$ cat config.mk
export PLATFORM = sky130hd
export DESIGN_NAME = double_to_integer_scheduler
export DESIGN_NICKNAME = d
export VERILOG_FILES = /design/src/rtl/double_to_integer_scheduler.sv
export SDC_FILE = /design/constraint.sdc
export NUM_CORES = 1
export LEC_CHECK = 0
export CORE_MARGIN = 4
export CORE_UTILIZATION = 31
export CTS_CLUSTER_SIZE = 16
export DETAILED_ROUTE_END_ITERATION = 12
export HOLD_SLACK_MARGIN = 0.02
export PLACE_DENSITY = 0.74
export REMOVE_ABC_BUFFERS = 1
export SYNTH_ARGS = -nofsm -noshare
export SYNTH_HDL_FRONTEND = slang
export SYNTH_SLANG_ARGS = --single-unit
$ cat constraint.sdc
create_clock -name clock -period 2.25 [get_ports clock]
set_input_delay 0.45 -clock clock [delete_from_list [all_inputs] [get_ports clock]]
set_output_delay 0.45 -clock clock [all_outputs]
set_load 0.03 [all_outputs]
$ cat src/rtl/double_to_integer_scheduler.sv
// double_to_integer_scheduler
//   Arbitrates two requesters onto one shared combinational double-to-integer
//   converter. Only one transaction is in flight at a time:
//     IDLE    : grant one requester round-robin and latch its operand
//     CONVERT : capture the converter result (and optional invalid flag)
//     RESPOND : present the response until the consumer accepts it
//
// Optional feature macro: DRAGONFANG_FCVT_INVALID_FLAG_EN
//   When defined, resp_invalid reports operands that cannot be represented in
//   the requested integer format. When undefined, resp_invalid is tied to 0.
//
// Ports
//   clock, reset                  : single clock, synchronous active-high reset
//   req_valid_k / req_ready_k     : request handshake for requester k (0/1)
//   req_double_k                  : IEEE-754 double operand
//   req_sign_mode_k               : 1 = signed result, 0 = unsigned
//   req_tag_k                     : requester tag, returned with the response
//   cvt_input_double, cvt_sign_mode : operand/mode to the shared converter
//   cvt_converted_integer         : converter result
//   resp_valid / resp_ready       : response handshake
//   resp_integer, resp_tag, resp_port, resp_invalid : response payload
module double_to_integer_scheduler #(
  parameter int TAG_WIDTH = 4
) (
  input  logic                 clock,
  input  logic                 reset,

  input  logic                 req_valid_0,
  output logic                 req_ready_0,
  input  logic [63:0]          req_double_0,
  input  logic                 req_sign_mode_0,
  input  logic [TAG_WIDTH-1:0] req_tag_0,

  input  logic                 req_valid_1,
  output logic                 req_ready_1,
  input  logic [63:0]          req_double_1,
  input  logic                 req_sign_mode_1,
  input  logic [TAG_WIDTH-1:0] req_tag_1,

  output logic [63:0]          cvt_input_double,
  output logic                 cvt_sign_mode,
  input  logic [31:0]          cvt_converted_integer,

  output logic                 resp_valid,
  input  logic                 resp_ready,
  output logic [31:0]          resp_integer,
  output logic [TAG_WIDTH-1:0] resp_tag,
  output logic                 resp_port,
  output logic                 resp_invalid
);

  typedef enum logic [1:0] {
    IDLE    = 2'd0,
    CONVERT = 2'd1,
    RESPOND = 2'd2
  } state_t;

  state_t               state_q, state_d;
  logic                 ptr_q, ptr_d;

  logic [63:0]          op_double_q, op_double_d;
  logic                 op_sign_q, op_sign_d;
  logic [TAG_WIDTH-1:0] op_tag_q, op_tag_d;
  logic                 op_port_q, op_port_d;

  logic [31:0]          resp_int_q, resp_int_d;
  logic [TAG_WIDTH-1:0] resp_tag_q, resp_tag_d;
  logic                 resp_port_q, resp_port_d;

  logic                 grant_0, grant_1;

  // A lone valid requester always wins; on contention the pointer decides.
  assign grant_0 = req_valid_0 && (!req_valid_1 || !ptr_q);
  assign grant_1 = req_valid_1 && (!req_valid_0 ||  ptr_q);

  // Ready is suppressed during reset so nothing is accepted on that edge.
  assign req_ready_0 = (state_q == IDLE) && !reset && grant_0;
  assign req_ready_1 = (state_q == IDLE) && !reset && grant_1;

  assign cvt_input_double = op_double_q;
  assign cvt_sign_mode    = op_sign_q;

  assign resp_valid   = (state_q == RESPOND);
  assign resp_integer = resp_int_q;
  assign resp_tag     = resp_tag_q;
  assign resp_port    = resp_port_q;

  always_comb begin
    state_d     = state_q;
    ptr_d       = ptr_q;
    op_double_d = op_double_q;
    op_sign_d   = op_sign_q;
    op_tag_d    = op_tag_q;
    op_port_d   = op_port_q;
    resp_int_d  = resp_int_q;
    resp_tag_d  = resp_tag_q;
    resp_port_d = resp_port_q;

    case (state_q)
      // Accept: latch the granted operand and hand priority to the other port.
      IDLE: begin
        if (req_ready_0) begin
          op_double_d = req_double_0;
          op_sign_d   = req_sign_mode_0;
          op_tag_d    = req_tag_0;
          op_port_d   = 1'b0;
          ptr_d       = 1'b1;
          state_d     = CONVERT;
        end else if (req_ready_1) begin
          op_double_d = req_double_1;
          op_sign_d   = req_sign_mode_1;
          op_tag_d    = req_tag_1;
          op_port_d   = 1'b1;
          ptr_d       = 1'b0;
          state_d     = CONVERT;
        end
      end
      // Convert: the converter has had a full cycle on the latched operand.
      CONVERT: begin
        resp_int_d  = cvt_converted_integer;
        resp_tag_d  = op_tag_q;
        resp_port_d = op_port_q;
        state_d     = RESPOND;
      end
      // Respond: payload registers are only written in CONVERT, so they
      // stay frozen for any length of backpressure.
      RESPOND: begin
        if (resp_ready) state_d = IDLE;
      end
      default: state_d = IDLE;
    endcase
  end

  always_ff @(posedge clock) begin
    if (reset) begin
      state_q     <= IDLE;
      ptr_q       <= 1'b0;
      op_double_q <= '0;
      op_sign_q   <= 1'b0;
      op_tag_q    <= '0;
      op_port_q   <= 1'b0;
      resp_int_q  <= '0;
      resp_tag_q  <= '0;
      resp_port_q <= 1'b0;
    end else begin
      state_q     <= state_d;
      ptr_q       <= ptr_d;
      op_double_q <= op_double_d;
      op_sign_q   <= op_sign_d;
      op_tag_q    <= op_tag_d;
      op_port_q   <= op_port_d;
      resp_int_q  <= resp_int_d;
      resp_tag_q  <= resp_tag_d;
      resp_port_q <= resp_port_d;
    end
  end

`ifdef DRAGONFANG_FCVT_INVALID_FLAG_EN
  logic resp_inv_q, resp_inv_d;

  // Exponent thresholds: 1054 is 2^31 (signed overflow), 1055 is 2^32
  // (unsigned overflow), 1023 is magnitude >= 1.0 (negative unsigned).
  // Exponent 2047 covers infinities and NaNs.
  function automatic logic fcvt_invalid(input logic [63:0] d, input logic signed_mode);
    logic [10:0] e;
    e = d[62:52];
    return (e == 11'd2047)
        || ( signed_mode && (e >= 11'd1054))
        || (!signed_mode && (e >= 11'd1055))
        || (!signed_mode && d[63] && (e >= 11'd1023));
  endfunction

  always_comb begin
    resp_inv_d = resp_inv_q;
    if (state_q == CONVERT) resp_inv_d = fcvt_invalid(op_double_q, op_sign_q);
  end

  always_ff @(posedge clock) begin
    if (reset) resp_inv_q <= 1'b0;
    else       resp_inv_q <= resp_inv_d;
  end

  assign resp_invalid = resp_inv_q;
`else
  assign resp_invalid = 1'b0;
`endif

endmodule
==> metrics.txt, run 1 <==
outcome completed; Clock Power Share 0.282; VDD IR-drop max 0.000323 V; fin crit period 2.08 ns; I/O Buffers 279; fmax 481 MHz; Detailed Routing Iterations Pass 1 4; Starting Density 0.317; first-pass GRT wire length 27600 um; antenna cell count 0; M1 WL 7610 um; H-tree levels 3; vias in the first global route 5007; register area 2200 um^2; Leakage 2.69 nW; total track usage 0.192; Required @ worst endpoint 1.80 ns; path depth of the worst reg2reg path 4; wire length on met3 1860 um; Ys Warns 0; NumNets Final 1004; Inserted Clock Buffers 9; relative slew slack 0.585; cell count after synthesis 591; #FFs+latches synth 110; Placer Congestion 0.774; Core Region 15200 um^2; met2 wire len 8130 um; PnR Total Power 5.41 mW; layout cells sized above 1 0.0576; HP Class register to register; Critical Path Start Type input pin; most frequent cell after synthesis dfxtp_1; Max Slew Vio Count 0; most frequent cells after synthesis dfxtp_1 (110), a21oi_1 (107), nand2_1 (76); post-cts repair resize count 0; switching part of the total 0.321; Post-Syn Area 4820 um^2; remaining antenna violation count 0; switching power 1.74 mW; dpl hpwl 12300 um; largest net degree at the start of global routing 73; DRT iter0 DRCs 258; Synth area leaders dfxtp_1 (46%), a311oi_1 (12%), a21oi_1 (11%); register area share after synthesis 0.457; vias post-DR 5397; Skew-Pair Late Insertion Delay 0.35 ns; die area 17600 um^2; CTS tree done; Yosys top cell area share 0.457; IO Count 281; number of enable flip-flop cells after synthesis 0; DRC viols 0; total wire length 17800 um; die height 133 um; # hold bufs at CTS 0; Post-CTS Setup Inserts 0; Setup Skew 0.0103 ns; crit path max fanout 6; Worst Setup Path Type input pin to primary output; CTS Buffer Depth 2; hold depth 2; setup TNS 0 ns; routed len/inst 17.4 um; Fillers 1405; total grt overflow 0; Critical Path AT 1.63 ns; Cell Int Power 3.67 mW; max cap viols 0; Syn Area/Cell 8.16 um^2; Min Hold Slack 0.453 ns; RSZ-0062 raised after global routing false; Seq pwr share 0.408; Sink Count 110; die width 133 um; Unique masters post-synth 26; power density cells 675 nW/um^2; final setup fails 0; drt via density 5.29; combinational power share 0.310; initial antenna violation count 0; area leader, netlist dfxtp_1; Post-synth top flop dfxtp_1; Fin. Hold Viols 0; Root Driver clkbuf_16; Syn-to-layout area delta 66.1%; top sig layer met4; Slew @ Worst Pin 0.622 ns; area occupied by multi-input gates 2250 um^2; crit end category primary output; fin crit share 0.923; Clock transition at path regs 0.07 ns; row cnt 45; Async S/R FF share, synth 0
kinds of logic after synthesis:
group	after synthesis	synth area share
AO/OA/AOI/OAI	249	0.317
buffers and inverters	76	0.0789
AND/OR/NAND/NOR	155	0.146
other	1	0.000778
flip-flops	110	0.457
area by class of cell:
type,count,share of cell area
Clock buffer,11,0.0303
Clock inverter,4,0.00406
Inverter,2,0.000937
Multi-Input combinational cell,405,0.281
Sequential cell,110,0.275
Tap cell,188,0.0294
Timing Repair Buffer,301,0.380
layout by cell type, fill, tap and decap left out, types with 2 or more instances in the layout:
| master | n |
|---|---|
| a21oi_1 | 107 |
| a311oi_1 | 68 |
| buf_12 | 7 |
| buf_4 | 18 |
| clkbuf_16 | 9 |
| clkdlybuf4s50_1 | 275 |
| clkinvlp_4 | 2 |
| dfxtp_1 | 110 |
| inv_1 | 2 |
| nand2_1 | 76 |
| nand2b_1 | 3 |
| nand3_1 | 69 |
| o21ai_0 | 50 |
| o21ai_1 | 19 |
worst max-delay path: stages:
cell	delay [ns]
clkdlybuf4s50_1	0.51
a21boi_4	0.30
nand2_1	0.12
inv_1	0.08
buf_4	0.15
final timing paths:
check / from / end / slack [ns]
worst min register to register: op_tag_q[3] / resp_tag[3] / 0.45
worst max register to register: state_q[1] / cvt_input_double[50] / 0.50
worst max-delay path: req_valid_0 / req_ready_0 / 0.17
worst min-delay path: op_tag_q[3] / resp_tag[3] / 0.45
stage by stage:
stage               setup WS, ns  cells  utilization  cell area [um^2]
global route              0.0977   1021        0.527              8010
global placement           0.175   1006        0.509              7730
detailed placement         0.112   1006        0.509              7730
CTS                       0.0675   1021        0.527              8010
floorplan                  -1.69    517            -              4450
finish                     0.173   1021        0.527              8010
power by group through the flow:
stage / sequential [mW] / clock, mW / combinational (mW)
final: 2.21 / 1.52 / 1.68
after detailed placement: 2.25 / 0 / 1.69
after floorplan: 2.55 / 0 / 0.484
after global routing: 2.23 / 1.64 / 1.80
after global placement: 2.25 / 0 / 1.68
after CTS: 2.21 / 1.57 / 1.69
state kept, by name (all words and copies together) (netlist names):
signal            count
cvt_input_double     64
cvt_sign_mode         1
op_port_q             1
op_tag_q              4
ptr_q                 1
resp_integer         32
resp_port             1
resp_tag              4
state_q               2
layer usage:
metal	vias to the layer above	global-route usage
met4	0	0.0473
met3	13	0.0840
met1	2494	0.243
met2	245	0.300
li1	2645	-
met5	-	0
Power figures use the tool's default switching activity.
==> run 2: changes to the inputs <==
--- a/config.mk
+++ b/config.mk
@@ -12,6 +12,7 @@
 export HOLD_SLACK_MARGIN = 0.02
 export PLACE_DENSITY = 0.74
 export REMOVE_ABC_BUFFERS = 1
+export SETUP_SLACK_MARGIN = 0.1
 export SYNTH_ARGS = -nofsm -noshare
 export SYNTH_HDL_FRONTEND = slang
 export SYNTH_SLANG_ARGS = --single-unit
==> run 2 against run 1 <==
Non-clock buffer count is 2 higher. Via count is 0.26% lower. Largest power group unchanged. Sequential share of layout area hardly changed. Total power hardly changed. Highest routed layer unchanged. Clock skew is 0.0020 ns lower. Critical path depth stayed put. Register-to-register slack hardly changed. First-iteration DRC count is 16% higher.
==> metrics.txt, run 2 (synthesis results as in run 1) <==
total track usage 0.192; reg2reg end cvt_input_double[50]; Inserted Clock Buffers 9; RSZ-0062 raised after global routing false; IO Count 281; DRC viols 0; Skew-Pair Late Insertion Delay 0.35 ns; Clock Power Share 0.281; Final Util 0.528; combinational power share 0.311; row cnt 45; routed len/inst 17.4 um; Syn-to-layout area delta 66.4%; max reg flops 64; H-tree levels 3; HP Class register to register; Core Region 15200 um^2; Required @ worst endpoint 1.80 ns; vias post-DR 5383; Slew @ Worst Pin 0.621 ns; I/O Buffers 279; Critical Path AT 1.57 ns; dpl hpwl 12300 um; antenna cell count 0; Placer Congestion 0.774; worst slack at placement 0.112 ns; initial antenna violation count 0; NumNets Final 1006; fin crit share 0.899; Leakage 2.69 nW; Detailed Routing Iterations Pass 1 4; Cell Int Power 3.68 mW; layout cells sized above 1 0.0599; DRT iter0 DRCs 298; drt via density 5.26; remaining antenna violation count 0; Setup Skew 0.00834 ns; first-pass GRT wire length 27600 um; max cap viols 0; vias in the first global route 5007; PnR Total Power 5.41 mW; power density cells 674 nW/um^2; path depth of the worst reg2reg path 4; most common cell after layout, fill and taps aside clkdlybuf4s50_1; fin crit period 2.02 ns; largest net degree at the start of global routing 73; relative slew slack 0.586; Design Area, Final 8020 um^2; Seq pwr share 0.408; Fillers 1404; Fin. Hold Viols 0; VDD IR-drop max 0.000323 V; final setup fails 0; worst r2r src state_q[1]; r2r setup slk 0.50 ns; switching power 1.73 mW; crit path max fanout 6; switching part of the total 0.320; Post-DP Area 7730 um^2; die area 17600 um^2; outcome completed; total grt overflow 0; crit end category primary output; PnR worst setup slack 0.228 ns; die width 133 um; Worst Setup Path Type input pin to primary output; Clock transition at path regs 0.07 ns; most frequent cells in the layout clkdlybuf4s50_1 (275), dfxtp_1 (110), a21oi_1 (107); Starting Density 0.317; die height 133 um; Critical Path Start Type input pin; crit path to req_ready_0; Max Slew Vio Count 0; Root Driver clkbuf_16; total wire length 17800 um; CTS Buffer Depth 2; Crit. Startpoint req_valid_0; fmax 495 MHz; Sink Count 110; CTS tree done; setup TNS 0 ns
-- run 2: worst min-delay path by stage --
stage,cells after the start,startpoint,to
2_1_floorplan,2,op_tag_q[0],resp_tag[0]
3_3_place_gp,2,op_tag_q[3],resp_tag[3]
3_5_place_dp,2,op_tag_q[3],resp_tag[3]
4_1_cts,2,op_tag_q[3],resp_tag[3]
5_1_grt,2,resp_integer[28],resp_integer[28]
6_report,2,op_tag_q[3],resp_tag[3]
-- run 2: repair_timing --
action / CTS / global route
setup buffers: 0 / 2
gates resized for setup: 1 / 0
setup endpoints to repair: 1 / 1
hold buffers: 0 / 0
gates cloned: 0 / 0
-- run 2: power groups by stage --
stage / Sequential [mW] / Clock, mW / Combinational [mW]
detailed placement: 2.25 / 0 / 1.69
CTS: 2.21 / 1.57 / 1.69
finish: 2.21 / 1.52 / 1.68
global placement: 2.25 / 0 / 1.68
global route: 2.23 / 1.64 / 1.80
floorplan: 2.55 / 0 / 0.484
-- run 2: stage by stage --
stage | hold slack, ns | instances
after floorplan | 0.426 | 517
after global placement | 0.440 | 1006
after detailed placement | 0.445 | 1006
after CTS | 0.456 | 1021
after global routing | 0.469 | 1023
final | 0.453 | 1023
-- run 2: area by class of cell --
type,count,area [um^2],area share
Clock inverter,4,32.5,0.00405
Sequential cell,110,2200,0.274
Tap cell,188,235,0.0293
Clock buffer,11,243,0.0303
Timing Repair Buffer,303,3050,0.380
Inverter,2,7.51,0.000936
Multi-Input combinational cell,405,2250,0.281
-- run 2: worst max-delay path, stage by stage --
cell	delay, ns
clkdlybuf4s50_1	0.52
a21boi_4	0.25
nand2_1	0.11
inv_1	0.08
buf_4	0.15
-- run 2: layer usage --
layer | global-route usage | vias to the layer above | share of wire
li1 | - | 2651 | -
met1 | 0.243 | 2488 | 0.43
met2 | 0.300 | 229 | 0.46
met3 | 0.0840 | 15 | 0.10
met4 | 0.0473 | 0 | 0.013
met5 | 0 | - | 0
==> RTL edit (config.mk and constraints of run 2) <==
Change the parameter `TAG_WIDTH` from 4 to 5.
--- a/src/rtl/double_to_integer_scheduler.sv
+++ b/src/rtl/double_to_integer_scheduler.sv
@@ -21,5 +21,5 @@
 //   resp_integer, resp_tag, resp_port, resp_invalid : response payload
 module double_to_integer_scheduler #(
-  parameter int TAG_WIDTH = 4
+  parameter int TAG_WIDTH = 5
 ) (
   input  logic                 clock,
Ports: changed (resized req_tag_0, req_tag_1 and resp_tag); port bits go from 281 to 284. The function was not compared with the original's and may differ.
==> RTL edit against run 2 <==
  * Combinational power fell by 5%
  * Clock skew barely moved
  * Global-route usage is 0.50 points lower
  * Wire length decreased by 4.3%
  * Sequential cell count grew 2
  * Count of clock-buffer cells in the layout shrank 2
  * Cell area about the same
  * Register-to-register slack hardly changed
  * Power increased by 4.1%
  * Synthesized area fell by 3.2%
  * Synthesized cell count down 7.8%
  * Worst setup slack got worse by 0.038 ns
  * Critical endpoint is now req_ready_1
  * Largest cell class unchanged
  * Highest routed layer unchanged
==> RTL edit: results (changes against run 2) <==
[route] per-cell via count in the routed design 5.09 [-3.3%]
[finish] register area 0.00224 mm² [+1.9%]
[power_and_ir_drop] Clk. pwr 1.76 mW [+16%]
[synth] cells taking the most area after synthesis sky130_fd_sc_hd__dfxtp_1, sky130_fd_sc_hd__a221o_1, sky130_fd_sc_hd__nor3_1
[setup_path] Critical-path top delay cell sky130_fd_sc_hd__or3_4
[global_routing] met1 track utilization from global routing 0.231 [-0.0124]
[setup_path] CP max stage delay 0.41 ns [-0.11 ns]
[global_routing] met2 Resource Use GR 0.316 [+0.0155]
[place] IO buf count 282 [+1.1%]
[power_and_ir_drop] switching power summed over all nets 1.71 mW [-1.0%]
[sta] clock skew after layout 0.00826 ns [-0.0000803 ns]
[setup_path] RR Endpoint cvt_input_double[57]$_SDFFE_PP0P_
[global_routing] overall global routing resource usage 0.187 [-0.00502]
[global_routing] wire length of the first global-routing pass 25.5 mm [-7.5%]
[finish] fill cell count 1366 [-2.7%]
[synth] Compound-Gate Fraction of Synth Area 0.233 [-0.0844]
[power_and_ir_drop] Max IR drop VDD 0.000359 V [+11%]
[global_routing] met3 track utilization from global routing 0.0528 [-0.0312]
[sta] Worst-Margin Slew 0.593 ns [-0.0273 ns]
[power_and_ir_drop] leakage power 2.99 nW [+11%]
[clocking] buffers inserted by post-CTS timing repair 2 [+2]
[status] outcome completed
[route] First DRT Iteration DRCs 271 [-9.1%]
[route] final wirelength 17.0 mm [-4.3%]
[setup_path] endpoint of the worst setup timing path req_ready_1
[place] half-perimeter wire length after detailed placement 12.0 mm [-2.3%]
[route] detailed-routed wire length on met3 1.53 mm [-16%]
[setup_path] Arrival @ worst endpoint 1.61 ns [+0.04 ns]
[synth] leading post-synthesis cells by instance count sky130_fd_sc_hd__dfxtp_1, sky130_fd_sc_hd__nand2_1, sky130_fd_sc_hd__nor3_1
[place] area post-placement 0.00768 mm² [-0.71%]
[route] total routed wire length on the met1 layer 7.00 mm [-8.0%]
[finish] fraction of layout instances using a drive strength above 1 0.0669 [+0.00703]
[finish] nets@finish 979 [-2.7%]
[synth] number of library cell types mapped by synthesis 28 [+7.7%]
[place] GPL Wtd Cong 0.772 [-0.34%]
[global_routing] maximum number of pins on one net before global-route repair 56 [-23%]
[setup_path] worst r2r path cells 5 [+1]
[global_routing] number of global-route vias before repair 4879 [-2.6%]
## RTL edit: cell type report
cell class	instances	share of cell area
sequential	112	0.280
tap	184	0.0287
clock inverter	7	0.0128
timing repair buffer	307	0.380
inverter	48	0.0225
multi-input combinational	324	0.248
clock buffer	9	0.0281
## RTL edit: through the flow
stage / setup WS (ns) / power, mW / cells / hold WS [ns] / setup TNS, ns
finish: 0.190 / 5.63 / 991 / 0.452 / 0
global route: 0.131 / 5.89 / 991 / 0.470 / 0
CTS: 0.124 / 5.70 / 991 / 0.457 / 0
detailed placement: 0.0731 / 3.92 / 973 / 0.446 / 0
global placement: 0.0739 / 3.91 / 973 / 0.441 / 0
floorplan: -3.19 / 3.03 / 484 / 0.426 / -171.69
## RTL edit: tightest hold or removal path, stage by stage, from the launching register on
cell and delay (ns):
sky130_fd_sc_hd__dfxtp_1 0.31, sky130_fd_sc_hd__nand2_1 0.05, sky130_fd_sc_hd__a21oi_1 0.05
